[config.mk]
export PLATFORM = sky130hd
export DESIGN_NAME = mcp_rx_fifo
export DESIGN_NICKNAME = d
export VERILOG_FILES = /design/src/rtl/mcp_rx_pkg.sv /design/src/rtl/mcp_rx_ptr.sv /design/src/rtl/mcp_rx_fifo.sv
export SDC_FILE = /design/constraint.sdc
export NUM_CORES = 1
export LEC_CHECK = 0
export BUFFER_PORTS_ARGS = -buffer_cell sky130_fd_sc_hd__buf_2
export CAP_MARGIN = 10
export CORE_MARGIN = 2
export CORE_UTILIZATION = 45
export CTS_CLUSTER_SIZE = 12
export DETAILED_ROUTE_END_ITERATION = 8
export GPL_TIMING_DRIVEN = 0
export PLACE_DENSITY_LB_ADDON = 0.3
export SYNTH_ARGS = -nofsm -noshare
export SYNTH_HDL_FRONTEND = slang
export SYNTH_SLANG_ARGS = --single-unit
[constraint.sdc]
create_clock -name clk -period 4.1 [get_ports clk]
set_input_delay 0.41 -clock clk [delete_from_list [all_inputs] [get_ports clk]]
set_output_delay 0.41 -clock clk [all_outputs]
set_load 0.005 [all_outputs]
[src/rtl/mcp_rx_pkg.sv]
// Shared constants for the MCP receive FIFO slice.
// Only the optional drop counter (MCP_RX_FIFO_DROP_COUNT_EN) uses these.
package mcp_rx_pkg;

  localparam int unsigned DROP_COUNT_W = 16;
  localparam logic [DROP_COUNT_W-1:0] DROP_COUNT_MAX = '1;

endpackage

[src/rtl/mcp_rx_ptr.sv]
// Wrapping FIFO pointer: one extra MSB distinguishes full from empty.
module mcp_rx_ptr #(
  parameter int unsigned W = 3
) (
  input  logic         clk,
  input  logic         reset_n,
  input  logic         en,
  output logic [W-1:0] ptr
);

  logic [W-1:0] ptr_q;

  always_ff @(posedge clk) begin
    if (!reset_n) begin
      ptr_q <= '0;
    end else if (en) begin
      ptr_q <= ptr_q + W'(1);
    end
  end

  assign ptr = ptr_q;

endmodule

[src/rtl/mcp_rx_fifo.sv]
// FWFT receive buffer behind the multi-cycle-path CDC stage; drops and flags overflow.
// Define MCP_RX_FIFO_DROP_COUNT_EN to add the saturating drop_count output.
module mcp_rx_fifo
  import mcp_rx_pkg::*;
#(
  parameter int unsigned WIDTH = 8,
  parameter int unsigned DEPTH = 4,
  parameter int unsigned PTR_W = $clog2(DEPTH)
) (
  input  logic                    clk,
  input  logic                    reset_n,
  input  logic [WIDTH-1:0]        b_data,
  input  logic                    b_load,
  output logic [WIDTH-1:0]        m_data,
  output logic                    m_valid,
  input  logic                    m_ready,
  output logic [PTR_W:0]          level,
  output logic                    overflow,
  input  logic                    overflow_clr
`ifdef MCP_RX_FIFO_DROP_COUNT_EN
  ,
  output logic [DROP_COUNT_W-1:0] drop_count
`endif
);

  logic [PTR_W:0]   wr_ptr;
  logic [PTR_W:0]   rd_ptr;
  logic             empty;
  logic             full;
  logic             push;
  logic             pop;
  logic             drop;
  logic [WIDTH-1:0] mem_q [DEPTH];
  logic             overflow_q;

  mcp_rx_ptr #(
    .W(PTR_W + 1)
  ) u_wr_ptr (
    .clk    (clk),
    .reset_n(reset_n),
    .en     (push),
    .ptr    (wr_ptr)
  );

  mcp_rx_ptr #(
    .W(PTR_W + 1)
  ) u_rd_ptr (
    .clk    (clk),
    .reset_n(reset_n),
    .en     (pop),
    .ptr    (rd_ptr)
  );

  assign empty = (wr_ptr == rd_ptr);
  assign full  = (wr_ptr[PTR_W-1:0] == rd_ptr[PTR_W-1:0]) && (wr_ptr[PTR_W] != rd_ptr[PTR_W]);
  assign pop   = !empty && m_ready;
  // A pop frees the head slot this cycle, so a full queue may still accept a write.
  assign push  = b_load && (!full || pop);
  assign drop  = b_load && full && !pop;

  always_ff @(posedge clk) begin
    if (push) begin
      mem_q[wr_ptr[PTR_W-1:0]] <= b_data;
    end
  end

  assign m_data  = mem_q[rd_ptr[PTR_W-1:0]];
  assign m_valid = !empty;
  assign level   = wr_ptr - rd_ptr;

  // Set has priority over clear so a drop in the clear cycle is never hidden.
  always_ff @(posedge clk) begin
    if (!reset_n) begin
      overflow_q <= 1'b0;
    end else if (drop) begin
      overflow_q <= 1'b1;
    end else if (overflow_clr) begin
      overflow_q <= 1'b0;
    end
  end

  assign overflow = overflow_q;

`ifdef MCP_RX_FIFO_DROP_COUNT_EN
  logic [DROP_COUNT_W-1:0] drop_count_q;

  always_ff @(posedge clk) begin
    if (!reset_n) begin
      drop_count_q <= '0;
    end else if (overflow_clr) begin
      drop_count_q <= drop ? DROP_COUNT_W'(1) : '0;
    end else if (drop && (drop_count_q != DROP_COUNT_MAX)) begin
      drop_count_q <= drop_count_q + DROP_COUNT_W'(1);
    end
  end

  assign drop_count = drop_count_q;
`endif

endmodule
Word-level counts from Yosys, hierarchy flattened. Memory sizes are Yosys's and may differ from the RTL's. A register that Yosys moved wholly into a read port is not among the register bits. Index checks and enable logic that the tools add are counted.

Add/sub/neg operators: 3. Eq/ne operators: 3. Muxes and demuxes: 6. Reductions and logical operators: 10.

Operators by type and width (count): $add 3x1->3 const B (2); $logic_and 1x1->1 (5); $mux 1 (4); $mux 2 (2); $eq 3x3->1 (1); $logic_not 1->1 (3); $sub 3x3->3 (1); $eq 2x2->1 (1); $reduce_bool 2->1 (1); $logic_or 1x1->1 (1); $ne 1x1->1 (1).

Register bits after elaboration: 7. Bits in writable memories: 32. Input bits: 13. Output and inout bits: 13. Logic and storage cells: 26. Memories: 1.

Memory list: mem_q (words 4, bits a word 8, read ports 1, clocked after Yosys merged registers in 1, wr ports 1, RTL line mcp_rx_fifo.sv:33) `logic [WIDTH-1:0] mem_q [DEPTH];`.

Longest topological paths before layout. Gate-level depths: netlist of run 1.

Word-level depth: 7. Gate-level depth with buffers: 5. Gate-level depth less buffers: 5.

Cells and area by module. A second synthesis of run 1 with hierarchy kept.

Cells, all modules: 89. Area total of the unflattened synthesis: 1620.3 um^2.

By module, submodules not included: mcp_rx_fifo (times used 1, cells an instance 65, area each 1365.1 um^2, sequential area each 980.9 um^2); mcp_rx_ptr (times used 2, cells an instance 12, area each 127.6 um^2, sequential area each 60.1 um^2).

Worst setup path before layout of run 1. No wires, ideal clock.

Path type: register to register. Start: register u_wr_ptr.ptr_q[0], in the netlist u_wr_ptr.ptr[0]. End: memory mem_q[3][0], enable pin. Setup time: 383 ps. Arrival time: 1557 ps. Data required time: 3717 ps. Slack: 2159 ps. Cell stages (with the launch flop): 6. Buffers on the path: 0. Period minus slack after synthesis: 1941 ps. Cell sequence: dfxtp_1 inv_1 ha_1 nand2_1 nor3_1 nor3_1.

Longest elaborated chain between the ends: 7. Elaborated cells on any way between the ends: 10. Classes of those cells: eq/ne (2); mux (2); reduce/logical (6).

Ends and longest elaborated chain: start: declaration (RTL line mcp_rx_ptr.sv:11) `logic [W-1:0] ptr_q;`; start signal: assignment (RTL line mcp_rx_ptr.sv:17) `ptr_q <= ptr_q + W'(1);`; $eq 3x3->1 / $eq 2x2->1 (equally long branches) (RTL line mcp_rx_fifo.sv:54, mcp_rx_fifo.sv:55); $logic_not 1->1 / $logic_and 1x1->1 (equally long branches) (RTL line mcp_rx_fifo.sv:56, mcp_rx_fifo.sv:55); $logic_and 1x1->1 / $logic_not 1->1 (equally long branches) (RTL line mcp_rx_fifo.sv:56, mcp_rx_fifo.sv:58); $logic_or 1x1->1 (RTL line mcp_rx_fifo.sv:58) `assign push = b_load && (!full || pop);`; $logic_and 1x1->1 (RTL line mcp_rx_fifo.sv:58); $mux 1 (RTL line mcp_rx_fifo.sv:62) `if (push) begin`; $mux 1 (not written as such) (RTL line mcp_rx_fifo.sv:63) `mem_q[wr_ptr[PTR_W-1:0]] <= b_data;`; end: declaration (RTL line mcp_rx_fifo.sv:33).

Parallel ways exist; a longest one is shown, timed or not.

Worst setup path after layout of run 1.
Start: register u_wr_ptr.ptr_q[0], in the netlist u_wr_ptr.ptr[0]. End: memory mem_q[3][1], enable pin.

Same word-level chain as after synthesis.

==> results of run 1 <==
power by group:
part / switching (mW) / internal [mW]
Combinational: 0.0780 / 0.0792
Sequential: 0.0100 / 0.472
Clock: 0.133 / 0.117
Total: 0.221 / 0.668
logic make-up after synthesis:
kind of cell,Yosys count,share of synthesized area
simple gates,22,0.0669
mux,13,0.134
buf+inv,12,0.0269
xor+xnor,2,0.0102
compound gates,8,0.0364
flops,41,0.663
fa+ha+maj,8,0.0625
cells in the final DEF, fill, tap and decap left out, types with 2 or more instances in the layout:
| cell type | count |
|---|---|
| nand2_1 | 10 |
| buf_2 | 27 |
| nand4b_1 | 2 |
| xnor2_1 | 2 |
| edfxtp_1 | 32 |
| clkbuf_8 | 5 |
| inv_1 | 9 |
| mux4_2 | 8 |
| o211ai_1 | 4 |
| nor3_1 | 2 |
| ha_1 | 7 |
| and2_1 | 3 |
| dfxtp_1 | 9 |
| mux2i_1 | 5 |
| clkinv_2 | 2 |
worst max-delay path, delay by kind of cell (launching register included):
family / cells / cell delay (ps)
AND/OR/NAND/NOR: 3 / 640
adder cells (fa/ha/maj): 1 / 350
flip-flops: 1 / 390
buffers and inverters: 2 / 410
state kept, by name, summed over array words and instances (netlist names), named ones only:
name,count
u_rd_ptr.ptr,3
u_wr_ptr.ptr,3
overflow,1
mem_q,32
through the flow:
stage / hold slack (ps) / instances / total power [mW] / setup WS (ps) / cell area, sq um
finish: 333 / 188 / 0.889 / 2010 / 2000
global route: 325 / 188 / 0.934 / 1850 / 2000
CTS: 326 / 188 / 0.902 / 1990 / 2000
detailed placement: 507 / 180 / 0.652 / 2000 / 1910
global placement: 483 / 179 / 0.646 / 1570 / 1910
floorplan: 469 / 106 / 0.591 / 2160 / 1720
layer usage:
layer,track usage,part of all wire,up-vias
li1,-,-,464
met1,0.183,0.44,455
met2,0.242,0.51,20
met3,0.0477,0.043,2
met4,0.0313,0.0059,0
met5,0,0,-
final timing paths:
path | startpoint | to | slack, ps | cells after the start
setup / recovery | u_wr_ptr.ptr[0]$_SDFFE_PN0P_ | mem_q[3][1]$_DFFE_PP_ | 2010 | 6
hold / removal | b_data[1] | mem_q[1][1]$_DFFE_PP_ | 330 | 1
setup reg to reg | u_wr_ptr.ptr[0]$_SDFFE_PN0P_ | mem_q[3][1]$_DFFE_PP_ | 2010 | 6
hold reg to reg | u_wr_ptr.ptr[0]$_SDFFE_PN0P_ | u_wr_ptr.ptr[0]$_SDFFE_PN0P_ | 510 | 2
final cells by class:
| cell class | count | area (sq um) | share of cell area |
|---|---|---|---|
| flip-flops and latches | 41 | 1140 | 0.571 |
| multi-input cells | 53 | 533 | 0.267 |
| repair buffers | 26 | 130 | 0.0652 |
| clock buffers | 5 | 68.8 | 0.0345 |
| well taps | 48 | 60.1 | 0.0301 |
| inverters | 9 | 33.8 | 0.0169 |
| clock inverters | 3 | 17.5 | 0.00877 |
| plain buffers | 3 | 12.5 | 0.00627 |
==> results.yml, run 1 <==
synthesis:
  synth-seq-cells: 41
  yosysMostFrequentCell: "edfxtp_1"
  avgSynthCellArea_sq_um: 16.2
  syn_inst: 106
  synthesis.area_sq_mm: 0.00172
  synth_common_cells: "edfxtp_1 (32), nand2_1 (10), dfxtp_1 (9), inv_1 (9), mux4_2 (8)"
  synth_top_cell_area_share: 0.559
  synth_nets: 127
  yosysWarnings: 0
  yosys-top-cells-area: "edfxtp_1 (56%), dfxtp_1 (10%), mux4_2 (10%)"
  yosysSeqAreaShare: 0.663
  synth_cell_type_count: 25
  yosys.area.top_type: "edfxtp_1"
  async_reset_ff_frac: 0
  ys.flop_type: "edfxtp_1"
  synth_edf_count: 32
finish:
  drive_gt1_frac: 0.321
  final.fill_count: 309
  nets: 160
  antennaDiodeCount: 0
  syn2layout_area_growth_pct: 16.1
  final_core_util: 0.545
pwr:
  leakage_nw: 0.740
  max-vdd-ir-drop_uv: 204
  power.density_mw_per_mm2: 445
hold_path:
  hold_class: "in -> reg"
timing:
  skew_ps: 2.56
  max-slew-margin-rel: 0.588
  worst_pin_slew_ps: 613
  final.setup.tns_ps: 0
  fin_crit_sh: 0.509
  rsz0062_at_grt: "false"
  slew_viol_final: 0
  setup_viol: 0
  fmax_mhz: 479
  hold_viol_final: 0
  period_needed_ps: 2090
placed_design:
  place.gp.congestion: 0.724
  port_buffers: 25
  dpl.hpwl_um: 1990
global_routing:
  grt_pass1_wl_um: 4460
  grt_pass1_vias: 963
  grt_max_degree: 14
  grt_overflow_total: 0
  grtUsageTotal: 0.144
  antenna_found_initial: 0
flow_run:
  cap_viol_max_count: 0
clocking:
  htreeDepth: 2
  clock_latency_ps: 280
  post_cts_resized: 0
  clk_path_buf_depth: 2
  root_buffer: "clkbuf_8"
  cts_sinks: 41
  cts_tree: "done"
  hold_buffers: 0
  path_clk_slew_ps: 70
  post-cts-setup-buffers: 0
  cts_buffers: 5
drt:
  wl_per_cell_um: 14.4
  firstDrtPassIters: 4
  ant_nets: 0
  wl_um: 2710
  drt_iter0_markers: 34
  viasPerCell: 5.01
  drc: 0
  via_count: 941
worst_setup_path:
  critPathCaptureType: "flip-flop"
  start_kind: "flip-flop"
  critPathSlowestCell: "nor3_1"
  worst-setup-path-type: "reg -> reg"
  arrival_ps: 2080
  cpPeakStageDelay_ps: 430
  cp_cell_sequence: "inv_1 > ha_1 > nand2_1 > nor3_1 > nor3_1 > buf_2"
  required_ps: 4090
  cp_max_fo: 6
  worst_path_most_repeated_cell: "nor3_1"
run_status:
  status: "complete, no violations"
die:
  ioPinCount: 26
  die_h_um: 65.8
  fp.dieW_um: 65.8
  row_count: 22
  die_area_sq_mm: 0.00433
  coreArea_sq_mm: 0.00366
  start_util: 0.470
(Power assumes the default switching activity.)
==> run 2, diff against run 1 <==
==> constraint.sdc (replaced) <==
create_clock -name clk -period 2 [get_ports clk]
set_input_delay 0.2 -clock clk [delete_from_list [all_inputs] [get_ports clk]]
set_output_delay 0.2 -clock clk [all_outputs]
set_load 0.005 [all_outputs]
==> run 2 against run 1 <==
Against the previous run: register-to-register slack worse by 1800 ps; non-clock buffer count is 1 higher; core utilization is 0.99 points higher; total power is 110% higher; die area stayed put; design area is 1.8% higher; critical path depth is 1 lower; largest cell class unchanged; highest routed layer unchanged.
==> results.yml, run 2 (same netlist as run 1, synthesis figures left out) <==
finish:
  final_common_cell: "edfxtp_1"
  nets: 161
  syn2layout_area_growth_pct: 18.2
  final_core_util: 0.555
  finalNonFillerCells: 189
  largest_reg_flops: 32
  final.fill_count: 305
  layout_common_cells: "edfxtp_1 (32), buf_2 (27), nand2_1 (10)"
  drive_gt1_frac: 0.369
  antennaDiodeCount: 0
drt:
  wl_per_cell_um: 14.6
  viasPerCell: 4.97
  drt_iter0_markers: 36
  wl_um: 2760
  via_count: 939
  firstDrtPassIters: 4
  drc: 0
  ant_nets: 0
worst_setup_path:
  start_kind: "flip-flop"
  critPathCaptureType: "output pin"
  arrival_ps: 1650
  cp_max_fo: 4
  required_ps: 1800
  worst-setup-path-type: "reg -> out"
  crit_start: "u_wr_ptr.ptr[0]$_SDFFE_PN0P_"
  worstReg2RegStart: "u_wr_ptr.ptr[0]$_SDFFE_PN0P_"
timing:
  slew_viol_final: 0
  period_needed_ps: 1850
  skew_ps: 2.61
  setup_viol: 0
  worst_pin_slew_ps: 512
  hold_viol_final: 0
  fmax_mhz: 541
  max-slew-margin-rel: 0.659
  rsz0062_at_grt: "false"
  fin_crit_sh: 0.924
  hold_ws_ps: 123
clocking:
  path_clk_slew_ps: 70
  cts_sinks: 41
  clk_path_buf_depth: 2
  root_buffer: "clkbuf_8"
  hold_buffers: 0
  clock_latency_ps: 280
  cts_tree: "done"
  htreeDepth: 2
  cts_buffers: 5
global_routing:
  grt_overflow_total: 0
  grt_pass1_vias: 971
  grt_pass1_wl_um: 4510
  antenna_found_initial: 0
  grt_max_degree: 14
  grtUsageTotal: 0.146
run_status:
  status: "complete, no violations"
pwr:
  leakage_nw: 0.751
  power.density_mw_per_mm2: 904
  max-vdd-ir-drop_uv: 419
hold_path:
  hold_class: "in -> reg"
  hold_path_startpoint: "b_data[1]"
placed_design:
  placed_cells: 180
  place.gp.congestion: 0.724
  port_buffers: 25
  dpl.hpwl_um: 1990
die:
  coreArea_sq_mm: 0.00366
  row_count: 22
  ioPinCount: 26
  die_h_um: 65.8
  start_util: 0.470
  die_area_sq_mm: 0.00433
  fp.dieW_um: 65.8
flow_run:
  cap_viol_max_count: 0
-- run 2: through the flow --
step	power [mW]	setup slack (ps)	cell area [sq um]	setup TNS [ps]
6_report	1.84	152	2030	0
5_1_grt	1.93	33.1	2030	0
4_1_cts	1.85	2.99	2000	0
3_5_place_dp	1.34	-102	1910	-612
3_3_place_gp	1.33	-526	1910	-4210
2_1_floorplan	1.21	59.3	1720	0
-- run 2: where the power goes --
part / internal, mW / total [mW] / switching, mW
clock network: 0.241 / 0.512 / 0.272
registers: 0.967 / 0.989 / 0.0224
logic: 0.173 / 0.335 / 0.162
total: 1.38 / 1.84 / 0.457
-- run 2: worst paths after layout --
path                                        to  slack [ps]  depth (start not counted)
setup / recovery                      level[2]         150                          5
hold / removal           mem_q[1][1]$_DFFE_PP_         120                          1
setup reg to reg         mem_q[0][1]$_DFFE_PP_         170                          5
hold reg to reg   u_wr_ptr.ptr[0]$_SDFFE_PN0P_         510                          2
-- run 2: final cells by class --
type                       instances  area [sq um]  area share
clock inverter                     3          17.5     0.00862
clock buffer                       5          68.8      0.0338
inverter                           9          33.8      0.0166
sequential                        41          1140       0.561
tap                               48          60.1      0.0295
buffer                             3          12.5     0.00615
multi-input combinational         53           562       0.276
timing repair buffer              27           138      0.0677
-- run 2: metal layers --
layer  vias to the layer above  GRT usage  wire, um
li1                        466          -         -
met1                       453      0.184      1240
met2                        18      0.246      1390
met3                         2     0.0477       109
met4                         0     0.0313        16
met5                         -          0         0
-- run 2: critical path: stages (launching register included) --
cell     delay, ps
dfxtp_1        390
inv_1          130
ha_4           180
fa_1           380
xnor2_1        160
buf_2          130
-- run 2: what timing repair did --
action | CTS | global route
gates resized for setup | 1 | 5
setup buffers | 0 | 1
pin swaps | 0 | 1
setup endpoints to repair | 6 | 30
==> run 3, diff against run 2 <==
--- a/config.mk
+++ b/config.mk
@@ -7,6 +7,8 @@
 export LEC_CHECK = 0
 export BUFFER_PORTS_ARGS = -buffer_cell sky130_fd_sc_hd__buf_2
 export CAP_MARGIN = 10
+export CELL_PAD_IN_SITES_DETAIL_PLACEMENT = 0
+export CELL_PAD_IN_SITES_GLOBAL_PLACEMENT = 1
 export CORE_MARGIN = 2
 export CORE_UTILIZATION = 45
 export CTS_CLUSTER_SIZE = 12
==> run 3 against run 2 <==
Against the previous run: cell count unchanged; non-clock buffer count stayed put; first-iteration DRC count up 8.3%; fmax decreased by 2.5%; total power down 0.78%; global-route usage shrank 0.18 points; combinational power fell by 2%; count of clock-buffer cells in the layout unchanged; hold slack improved by 4.1 ps; highest routed layer unchanged; clock skew is 3.5 ps higher; largest cell class unchanged; routed wire length grew 1.5%; flip-flop and latch count stayed put.
==> results.yml, run 3 (same netlist as run 1, synthesis figures left out) <==
worst_setup_path:
  r2r_slack_ps: 100
  worst-setup-path-type: "reg -> reg"
  cp.depth: 5
  arrival_ps: 1920
  cpPeakStageDelay_ps: 380
  start_kind: "flip-flop"
  worstReg2RegStart: "u_wr_ptr.ptr[0]$_SDFFE_PN0P_"
  cp_top_family: "simple AND/OR/NAND/NOR gates"
  critPathCaptureType: "flip-flop"
  cp_max_fo: 8
  required_ps: 2030
  crit_path_end: "mem_q[1][7]$_DFFE_PP_"
  path_buf_inv: 1
  cp_cell_sequence: "inv_1 > ha_1 > nand2_1 > o31a_2 > and2_2"
  crit_start: "u_wr_ptr.ptr[0]$_SDFFE_PN0P_"
  rr_endpoint: "mem_q[1][7]$_DFFE_PP_"
  r2r_cells: 5
  critPathSlowestCell: "dfxtp_1"
placed_design:
  placed_area_sq_mm: 0.00191
  place_ws_ps: -117
  place.gp.congestion: 0.748
  placed_cells: 180
  port_buffers: 25
  dpl.hpwl_um: 2060
clocking:
  path_clk_slew_ps: 80
  htreeDepth: 2
  cts_sinks: 41
  root_buffer: "clkbuf_8"
  clock_latency_ps: 290
  cts_tree: "done"
  cts_buffers: 5
  clk_path_buf_depth: 2
  hold_buffers: 0
finish:
  antennaDiodeCount: 0
  drive_gt1_frac: 0.355
  final_common_cell: "edfxtp_1"
  syn2layout_area_growth_pct: 17.0
  layout_common_cells: "edfxtp_1 (32), buf_2 (27), nand2_1 (10)"
  final_area_sq_mm: 0.00201
  final_core_util: 0.550
  largest_reg_flops: 32
  nets: 161
  finalNonFillerCells: 189
timing:
  skew_ps: 6.13
  max-slew-margin-rel: 0.553
  period_needed_ps: 1900
  slew_viol_final: 0
  hold_ws_ps: 127
  rsz0062_at_grt: "false"
  fin_crit_sh: 0.948
  fmax_mhz: 528
  final.setup.tns_ps: 0
  worst_pin_slew_ps: 666
  fin_ws_ps: 104
  hold_viol_final: 0
  setup_viol: 0
global_routing:
  grtUsageTotal: 0.144
  grt_pass1_wl_um: 4460
  grt_max_degree: 14
  grt_pass1_vias: 963
  grt_overflow_total: 0
  antenna_found_initial: 0
pwr:
  max-vdd-ir-drop_uv: 472
  power.density_mw_per_mm2: 905
  finalPower_mw: 1.82
  leakage_nw: 0.750
flow_run:
  cap_viol_max_count: 0
die:
  coreArea_sq_mm: 0.00366
  die_area_sq_mm: 0.00433
  ioPinCount: 26
  row_count: 22
  fp.dieW_um: 65.8
  die_h_um: 65.8
  start_util: 0.470
drt:
  firstDrtPassIters: 4
  drt_iter0_markers: 39
  viasPerCell: 5.22
  ant_nets: 0
  wl_per_cell_um: 14.8
  wl_um: 2800
  drc: 0
  via_count: 986
hold_path:
  hold_class: "in -> reg"
run_status:
  status: "complete, no violations"
==> run 3: repair_timing <==
action	4_1_cts	5_1_grt
setup buffers	0	1
endpoints found under the setup margin	6	30
gates resized for setup	1	3
pin swaps	0	1
==> run 3: layer usage <==
metal,GRT usage,share of wire
met4,0.0625,0.018
met3,0.0358,0.042
met2,0.244,0.54
met1,0.175,0.40
met5,0,0
==> run 3: power breakdown <==
| group | internal [mW] | total [mW] | switching (mW) | leakage, nW |
|---|---|---|---|---|
| clock | 0.240 | 0.509 | 0.269 | 0.0439 |
| combinational | 0.163 | 0.327 | 0.164 | 0.339 |
| sequential | 0.967 | 0.987 | 0.0197 | 0.367 |
==> run 3: layout make-up <==
cell class | instances | area (sq um)
Clock buffer | 5 | 68.8
Fill cell | 302 | 1650
Multi-Input combinational cell | 53 | 542
Buffer | 3 | 12.5
Tap cell | 48 | 60.1
Inverter | 9 | 33.8
Sequential cell | 41 | 1140
Timing Repair Buffer | 27 | 138
Clock inverter | 3 | 17.5
==> run 3: how the worst min path moves through the flow <==
stage	from	cells after the start	endpoint	slack (ps)
floorplan	b_data[0]	0	mem_q[0][0]$_DFFE_PP_	300
global placement	b_data[0]	1	mem_q[0][0]$_DFFE_PP_	410
detailed placement	b_data[1]	1	mem_q[0][1]$_DFFE_PP_	420
CTS	b_data[1]	1	mem_q[0][1]$_DFFE_PP_	120
global route	b_data[1]	1	mem_q[1][1]$_DFFE_PP_	120
finish	b_data[1]	1	mem_q[0][1]$_DFFE_PP_	130
